**config.mk**
```make
export PLATFORM = sky130hd
export DESIGN_NAME = shift_word_receiver_flat
export DESIGN_NICKNAME = d
export VERILOG_FILES = /design/src/rtl/shift_word_receiver_if.sv /design/src/rtl/shift_word_receiver.sv /design/src/flat_wrapper.sv
export SDC_FILE = /design/constraint.sdc
export NUM_CORES = 1
export LEC_CHECK = 0
export CAP_MARGIN = 5
export CORE_MARGIN = 2
export CORE_UTILIZATION = 45
export CTS_CLUSTER_DIAMETER = 40
export DETAILED_ROUTE_END_ITERATION = 8
export PLACE_DENSITY = 0.73
export REMOVE_ABC_BUFFERS = 1
export SYNTH_ARGS = -nofsm -noshare
export SYNTH_HDL_FRONTEND = slang
export SYNTH_SLANG_ARGS = --single-unit
```
**constraint.sdc**
```tcl
create_clock -name clk -period 2.6 [get_ports clk]
set_input_delay 0.39 -clock clk [delete_from_list [all_inputs] [get_ports clk]]
set_output_delay 0.39 -clock clk [all_outputs]
set_load 0.01 [all_outputs]
```
**src/rtl/shift_word_receiver_if.sv**
```systemverilog
// Bus bundle between a serial link front end and the word receiver.
// master: the side driving the serial strobes and the downstream ready.
// slave : the receiver itself.
interface shift_word_receiver_if #(
  parameter int WIDTH = 4
);
  logic             shiftIn;
  logic             left;
  logic             right;
  logic             abort;
  logic             dataReady;
  logic [WIDTH-1:0] data;
  logic             dataValid;
  logic             busy;
  logic             frameError;
  logic             overrun;

  modport master (
    output shiftIn, left, right, abort, dataReady,
    input  data, dataValid, busy, frameError, overrun
  );

  modport slave (
    input  shiftIn, left, right, abort, dataReady,
    output data, dataValid, busy, frameError, overrun
  );
endinterface

```
**src/rtl/shift_word_receiver.sv**
```systemverilog
// Serial-to-parallel word receiver. Rebuilds WIDTH-bit words from a serial
// stream strobed MSB-first (left) or LSB-first (right) and hands each word
// downstream through a registered valid/ready output.
module shift_word_receiver #(
  parameter int WIDTH = 4
) (
  input  logic                 clk,
  input  logic                 reset,
  shift_word_receiver_if.slave bus
);
  localparam int CW = $clog2(WIDTH + 1);

  typedef enum logic {
    IDLE = 1'b0,
    RECV = 1'b1
  } state_e;

  state_e           state_q, state_d;
  logic [WIDTH-1:0] sr_q, sr_d;
  logic [CW-1:0]    cnt_q, cnt_d;
  logic             dir_q, dir_d;        // 1'b0 = left (MSB-first), 1'b1 = right
  logic [WIDTH-1:0] data_q, data_d;
  logic             valid_q, valid_d;
  logic             busy_q, busy_d;
  logic             ferr_q, ferr_d;
  logic             ovr_q, ovr_d;

  logic             accept_s;
  logic             restart_s;
  logic             complete_s;
  logic [WIDTH-1:0] shifted_s;
  logic [CW-1:0]    cnt_base_s;
  logic [CW-1:0]    cnt_inc_s;

  // Both strobes together carry no bit; abort swallows any strobe in its cycle.
  assign accept_s   = (bus.left ^ bus.right) & ~bus.abort;
  // A direction change mid-word drops the partial word and starts over.
  assign restart_s  = accept_s & (state_q == RECV) & (bus.right != dir_q);
  assign shifted_s  = bus.left ? {sr_q[WIDTH-2:0], bus.shiftIn}
                               : {bus.shiftIn, sr_q[WIDTH-1:1]};
  assign cnt_base_s = ((state_q == RECV) && !restart_s) ? cnt_q : {CW{1'b0}};
  assign cnt_inc_s  = cnt_base_s + {{(CW-1){1'b0}}, 1'b1};
  assign complete_s = accept_s & (cnt_inc_s == CW'(WIDTH));

  // State register for the FSM, the assembly datapath and all outputs.
  always_ff @(posedge clk) begin
    if (reset) begin
      state_q <= IDLE;
      sr_q    <= {WIDTH{1'b0}};
      cnt_q   <= {CW{1'b0}};
      dir_q   <= 1'b0;
      data_q  <= {WIDTH{1'b0}};
      valid_q <= 1'b0;
      busy_q  <= 1'b0;
      ferr_q  <= 1'b0;
      ovr_q   <= 1'b0;
    end else begin
      state_q <= state_d;
      sr_q    <= sr_d;
      cnt_q   <= cnt_d;
      dir_q   <= dir_d;
      data_q  <= data_d;
      valid_q <= valid_d;
      busy_q  <= busy_d;
      ferr_q  <= ferr_d;
      ovr_q   <= ovr_d;
    end
  end

  // Next-state logic: FSM transition plus shift register, counter and direction.
  always_comb begin
    state_d = state_q;
    sr_d    = sr_q;
    cnt_d   = cnt_q;
    dir_d   = dir_q;
    case (state_q)
      IDLE, RECV: begin
        if (bus.abort) begin
          state_d = IDLE;
          sr_d    = {WIDTH{1'b0}};
          cnt_d   = {CW{1'b0}};
        end else if (accept_s) begin
          dir_d = bus.right;
          sr_d  = shifted_s;
          if (complete_s) begin
            state_d = IDLE;
            cnt_d   = {CW{1'b0}};
          end else begin
            state_d = RECV;
            cnt_d   = cnt_inc_s;
          end
        end else begin
          state_d = state_q;
        end
      end
      default: begin
        state_d = IDLE;
        sr_d    = {WIDTH{1'b0}};
        cnt_d   = {CW{1'b0}};
      end
    endcase
  end

  // Output logic: word hand-off, handshake, overrun and frame-error flags.
  always_comb begin
    data_d  = data_q;
    valid_d = valid_q;
    ovr_d   = ovr_q;
    if (complete_s) begin
      data_d  = shifted_s;
      valid_d = 1'b1;
      ovr_d   = ovr_q | (valid_q & ~bus.dataReady);
    end else if (valid_q && bus.dataReady) begin
      valid_d = 1'b0;
    end else begin
      valid_d = valid_q;
    end
    ferr_d = restart_s;
    busy_d = (state_d == RECV);
  end

  assign bus.data       = data_q;
  assign bus.dataValid  = valid_q;
  assign bus.busy       = busy_q;
  assign bus.frameError = ferr_q;
  assign bus.overrun    = ovr_q;
endmodule

```
**src/flat_wrapper.sv**
```systemverilog
// flat-port wrapper written by rule: the top's interface ports become plain ports
module shift_word_receiver_flat 
#(
  parameter int WIDTH = 4
)
  (clk, reset, bus_shiftIn, bus_left, bus_right, bus_abort, bus_dataReady, bus_data, bus_dataValid, bus_busy, bus_frameError, bus_overrun);
  shift_word_receiver_if #(.WIDTH(WIDTH)) bus_i ();
  input  logic clk;
  input  logic reset;
  input wire logic [$bits(bus_i.shiftIn)-1:0] bus_shiftIn;
  input wire logic [$bits(bus_i.left)-1:0] bus_left;
  input wire logic [$bits(bus_i.right)-1:0] bus_right;
  input wire logic [$bits(bus_i.abort)-1:0] bus_abort;
  input wire logic [$bits(bus_i.dataReady)-1:0] bus_dataReady;
  output wire logic [$bits(bus_i.data)-1:0] bus_data;
  output wire logic [$bits(bus_i.dataValid)-1:0] bus_dataValid;
  output wire logic [$bits(bus_i.busy)-1:0] bus_busy;
  output wire logic [$bits(bus_i.frameError)-1:0] bus_frameError;
  output wire logic [$bits(bus_i.overrun)-1:0] bus_overrun;
  assign bus_i.shiftIn = bus_shiftIn;
  assign bus_i.left = bus_left;
  assign bus_i.right = bus_right;
  assign bus_i.abort = bus_abort;
  assign bus_i.dataReady = bus_dataReady;
  assign bus_data = bus_i.data;
  assign bus_dataValid = bus_i.dataValid;
  assign bus_busy = bus_i.busy;
  assign bus_frameError = bus_i.frameError;
  assign bus_overrun = bus_i.overrun;
  shift_word_receiver #(.WIDTH(WIDTH)) u_core (.clk(clk), .reset(reset), .bus(bus_i));
endmodule
```
==> results.ini, run 1 <==
[outcome]
outcome=completed

[pwr]
switchingPower_w=0.000104
combPwrFrac_pct=13.4
p_leak_nw=0.440
swShare_pct=23.9
p_clk_share_pct=28.4
vdd_ir_drop_max_mv=0.363
p_seq_share_pct=58.2
p_total_w=0.000435
p_int_w=0.000331
power_density_mw_per_mm2=402

[layout]
n_antenna_cell=0
drive_gt1_share_pct=25.5
area_delta_synth_final_pct=30.3
final_cell_mix=dfxtp_1 (15), nor2_1 (11), clkdlybuf4s50_1 (11)
final_common_cell=dfxtp_1
nets=117
finish.utilization_pct=62.7

[global_route]
antenna_found_initial=0
overflow=0
grt_max_degree=11
grt_pass1_wl_microns=2750
grt_pass1_vias=635
grt_usage_pct=17.9

[drt]
dr.pass1.iters=4
routed_wl_microns=1580
routed_via_density=5.17
dr_total_vias=677
first_iter_violations=8
drc_errors=0
drt-wirelength-per-cell_microns=12.1
ant_nets=0

[cts]
numCtsBuffers=3
cts_setup_buffers=0
hold_buffers=0
cts_tree=done
cts_sinks=16
cts_buffer_depth=2
insertion_delay_ps=280
path_clk_slew_ps=80
h-tree-depth=1
cts-root-buf=clkbuf_4

[floorplan]
core_sq_mm=0.00173
io_pins=15
die_h_microns=47.0
row_count=15
start_util_pct=48.1
dieArea_sq_mm=0.00221
die_x_microns=47.0

[worst_setup_path]
r2r_slack_ps=130
slowest_delay_ps=550
rr_endpoint=u_core.bus.data[1]
endpoint_kind=flip-flop
critPathMaxFanout=5
worst-path-buf-inv=1
critPathKind=input port to flip-flop
cp_num_cells=8
setup.worst_path.start=bus_right
crit_end=u_core.bus.data[1]
startpoint_type=input port
required_ps=2770
ff2ff_path_depth=7
critPathArrivalTime_ps=2670
crit_path_top_delay_cell=or4_4
crit_chain=clkdlybuf4s15_1 -> nor4bb_4 -> nor2_1 -> and3_1 -> ha_2 -> or4_4 -> a211o_4 -> mux2_4
r2r-start=u_core.dir_q
critPathTopFamily=simple AND/OR/NAND/NOR gates

[sta]
finalCritPeriodShare_pct=96.0
slew_headroom_pct=56.8
fmax_ghz=0.401
hold_viol=0
layout_setup_ws_ps=104
period_minus_slack_ps=2500
skew_ps=2.19
drv_slew=0
tightestPinTransition_ps=647
rsz0062_at_grt=no
setup_viol=0

[worst_hold_path]
min_path_cells=2
hp-class=flip-flop to flip-flop

[yosys]
yosysTopAreaCell=dfxtp_1
synth_edf_count=0
syn_inst=84
synth.avg_cell_area_sq_um=9.89
yosysTopAreaCellShare_pct=38.6
synth_area_leaders=dfxtp_1 (39%), mux2_4 (5.4%), nor2_1 (5.0%)
synth.ff_latch_count=16
synth_top_flop_cell=dfxtp_1
async_flop_share_pct=0
ys_seq_area_share_pct=38.6
yosysWarnings=0
yosys.cell_types.count=35
syn_area_sq_um=831

[placement]
portBuffers=14
place_ws_ps=-527
post-dp-hpwl_microns=1250
place_congestion=0.798

[job]
maxCapViolCount=0

power groups by stage:
stage	clock network, W	logic, W	registers, W
3_3_place_gp	0	0.0000570	0.000259
6_report	0.000123	0.0000585	0.000253
4_1_cts	0.000131	0.0000589	0.000254
2_1_floorplan	0	0.0000264	0.000259
3_5_place_dp	0	0.0000576	0.000259
5_1_grt	0.000141	0.0000652	0.000254
worst min path at each step:
stage	to	from	slack [ps]
floorplan	u_core.cnt_q[0]	u_core.cnt_q[0]	430
global placement	u_core.cnt_q[1]	u_core.cnt_q[1]	450
detailed placement	u_core.cnt_q[1]	u_core.cnt_q[1]	450
CTS	u_core.cnt_q[1]	u_core.cnt_q[1]	460
global route	u_core.cnt_q[0]	u_core.cnt_q[0]	500
finish	u_core.cnt_q[1]	u_core.cnt_q[1]	460
per-stage QoR:
stage,setup TNS (ps),instances,hold slack (ps),cell area [sq um]
after floorplan,-98.6,79,432,800
after global placement,-3610,128,452,1050
final,0,131,462,1080
after global routing,0,131,496,1080
after detailed placement,-3890,128,453,1050
after CTS,0,131,463,1080
cells by family (layout without fill, tap and decap cells):
| kind of cell | after synthesis | in the layout | synth area share [%] |
|---|---|---|---|
| AOI/OAI and AO/OA | 16 | 16 | 16.6 |
| DFF | 16 | 16 | 38.6 |
| and+or+nand+nor | 33 | 33 | 23.5 |
| muxes | 8 | 8 | 11.6 |
| xor gates and xnor gates | 2 | 2 | 2.11 |
| buffers and inverters | 7 | 29 | 4.67 |
| adders and majority gates | 2 | 2 | 3.01 |
worst min-delay path: cells and delay by family (launching register included):
family           cells  cell delay (ps)
AND/OR/NAND/NOR      1               60
flip-flops           1              320
AO/OA/AOI/OAI        1               50
repair_timing:
action,4_1_cts,5_1_grt
gates cloned,0,0
pin swaps,0,4
resized for setup,5,8
setup endpoints to repair,8,4
final cells by class:
| class | count | area [sq um] |
|---|---|---|
| Multi-Input combinational cell | 61 | 492 |
| Fill cell | 144 | 644 |
| Inverter | 2 | 7.51 |
| Tap cell | 25 | 31.3 |
| Sequential cell | 16 | 324 |
| Clock buffer | 3 | 22.5 |
| Timing Repair Buffer | 24 | 205 |
cells in the mapped netlist (2+ instances only):
master / count
dfxtp_1: 16
nor2_1: 11
a211oi_1: 5
mux2i_1: 4
nand2b_1: 4
and2b_1: 3
mux2_4: 3
nand2_1: 3
nand3_1: 3
a21oi_1: 2
and3_1: 2
clkbuf_1: 2
ha_1: 2
inv_1: 2
nor2b_1: 2
state kept, by name (all words and copies together) (netlist names):
register / flops
u_core.bus.dataValid: 1
u_core.bus.data: 4
u_core.dir_q: 1
u_core.bus.overrun: 1
u_core.state_q: 1
u_core.cnt_q: 3
u_core.sr_q: 4
u_core.bus.frameError: 1
metal layers:
metal / share of wire, % / GRT usage [%] / vias to the layer above
li1: - / - / 350
met1: 47 / 23.0 / 313
met2: 49 / 27.1 / 10
met3: 2.9 / 3.85 / 4
met4: 1.5 / 11.7 / 0
met5: 0 / 0 / -
(Power assumes the default switching activity.)
==> run 2, diff against run 1 <==
clock period = 2.2 ns   (was 2.6 ns; I/O delays follow)
==> run 2 against run 1 <==
  * The flow now finishes with violations (setup timing)
  * Die area is the same
  * Worst setup slack lost 300 ps
  * Sequential power grew 18%
==> results.ini, run 2 (same netlist as run 1, synthesis figures left out) <==
[global_route]
grt_usage_pct=20.6  ; +2.6 points
top_usage_layer=met2
grt_max_degree=15  ; +4
grt_pass1_wl_microns=3190  ; +16%
gr-usage-met1_pct=26.1  ; +3.1 points
antenna_found_initial=0  ; unchanged
grt_use_met3_pct=2.31  ; -1.5 points
use_met2_pct=35.3  ; +8.2 points
overflow=0  ; unchanged
grt_pass1_vias=722  ; +14%

[sta]
setup_viol=7  ; +7
tightestPinTransition_ps=555  ; -91.8 ps
skew_ps=1.91  ; -0.283 ps
drv_slew=0  ; unchanged
rsz0062_at_grt=yes
fmax_ghz=0.417
period_minus_slack_ps=2400
finalCritPeriodShare_pct=109
fin_setup_tns_ps=-1020  ; -1020 ps
layout_setup_ws_ps=-195  ; -299 ps
hold_viol=0  ; unchanged
slew_headroom_pct=62.7  ; +5.9 points

[pwr]
vdd_ir_drop_max_mv=0.368  ; +1.4%
p_leak_nw=0.495  ; +12%
p_total_w=0.000528  ; +21%
power_density_mw_per_mm2=451  ; +12%

[drt]
first_iter_violations=7  ; -1
dr.pass1.iters=4  ; unchanged
drc_errors=0  ; unchanged
routed_wl_microns=1800  ; +14%
routed_via_density=5.19  ; +0.34%
ant_nets=0  ; unchanged
drt-wirelength-per-cell_microns=12.8  ; +6.2%
dr_total_vias=726  ; +7.2%

[outcome]
outcome=finished, violations left
violations=setup timing

[floorplan]
die_x_microns=47.0  ; unchanged
row_count=15  ; unchanged
core_sq_mm=0.00173  ; unchanged
die_h_microns=47.0  ; unchanged
dieArea_sq_mm=0.00221  ; unchanged
io_pins=15  ; unchanged
start_util_pct=48.1  ; unchanged

[layout]
fill_cells=153  ; +6.3%
nets=126  ; +7.7%
finish.instance_area_sq_mm=0.00117  ; +8.3%
n_antenna_cell=0  ; unchanged
final_cell_mix=buf_4 (18), dfxtp_1 (15), nor2_1 (11), clkdlybuf4s50_1 (11)
drive_gt1_share_pct=34.8  ; +9.3 points
area_delta_synth_final_pct=41.1
final_common_cell=buf_4

[worst_setup_path]
required_ps=2380  ; -390 ps
crit_chain=nor4b_4 -> nor2_1 -> and3_1 -> ha_2 -> or4_4 -> a211o_4 -> mux2_4
crit_path_top_delay_cell=or4_4
critPathMaxFanout=4  ; -1
startpoint_type=flip-flop
endpoint_kind=flip-flop
critPathArrivalTime_ps=2570  ; -100 ps
slowest_delay_ps=520  ; -30 ps
critPathKind=flip-flop to flip-flop
critPathTopFamily=simple AND/OR/NAND/NOR gates
worst-path-buf-inv=0  ; -1

[cts]
cts_tree=done
cts_sinks=16  ; unchanged
cts-root-buf=clkbuf_4
numCtsBuffers=3  ; unchanged
insertion_delay_ps=280  ; about the same
h-tree-depth=1  ; unchanged
path_clk_slew_ps=90  ; about the same
cts_buffer_depth=2  ; unchanged

[placement]
post-dp-hpwl_microns=1330  ; +6.3%
portBuffers=14  ; unchanged
place_congestion=0.755  ; -5.4%
place_area_sq_mm=0.00108  ; +3.6%

[worst_hold_path]
hp-class=input port to flip-flop

[job]
maxCapViolCount=0  ; unchanged

run 2: stage by stage:
step	hold WS, ps	utilization [%]	worst slack [ps]	cells
global route	487	67.9	-290	140
floorplan	399	-	-370	79
finish	473	67.9	-195	140
detailed placement	466	62.8	-886	133
global placement	450	62.8	-822	133
CTS	479	67.5	-207	140
run 2: path summary, 6_finish.rpt:
check,startpoint,end,slack (ps),cells after the start
worst max-delay path,u_core.dir_q,u_core.bus.data[3],-200,7
worst min-delay path,bus_right,u_core.dir_q,470,4
worst max register to register,u_core.dir_q,u_core.bus.data[3],-200,7
worst min register to register,u_core.bus.overrun,u_core.bus.overrun,480,2
run 2: report_power, final:
part / switching [W] / internal (W) / leakage, nW
Clock: 0.0000855 / 0.0000634 / 0.0138
Combinational: 0.0000405 / 0.0000404 / 0.351
Sequential: 0.00000410 / 0.000295 / 0.130
run 2: worst reg2reg max path: stages, from the launching register on:
cell	delay, ps
dfxtp_4	360
nor4b_4	260
nor2_1	100
and3_1	180
ha_2	190
or4_4	520
a211o_4	390
mux2_4	300
run 2: cell type report:
type | instances | area (sq um) | share of cell area (%)
Sequential cell | 16 | 324 | 27.6
Timing Repair Buffer | 33 | 272 | 23.2
Inverter | 2 | 7.51 | 0.640
Clock buffer | 3 | 22.5 | 1.92
Tap cell | 25 | 31.3 | 2.67
Multi-Input combinational cell | 61 | 515 | 44.0
run 2: layer usage:
layer / part of all wire [%] / vias up
met4: 0.72 / 0
met3: 2.3 / 2
met5: 0 / -
met1: 44 / 349
met2: 53 / 8
li1: - / 367
run 2: repair_timing:
item                                    4_1_cts  5_1_grt
hold buffers                                  0        0
gates resized for setup                       9       10
endpoints found under the setup margin       10        9
buffers inserted                              4        0
pin swaps                                    11        4
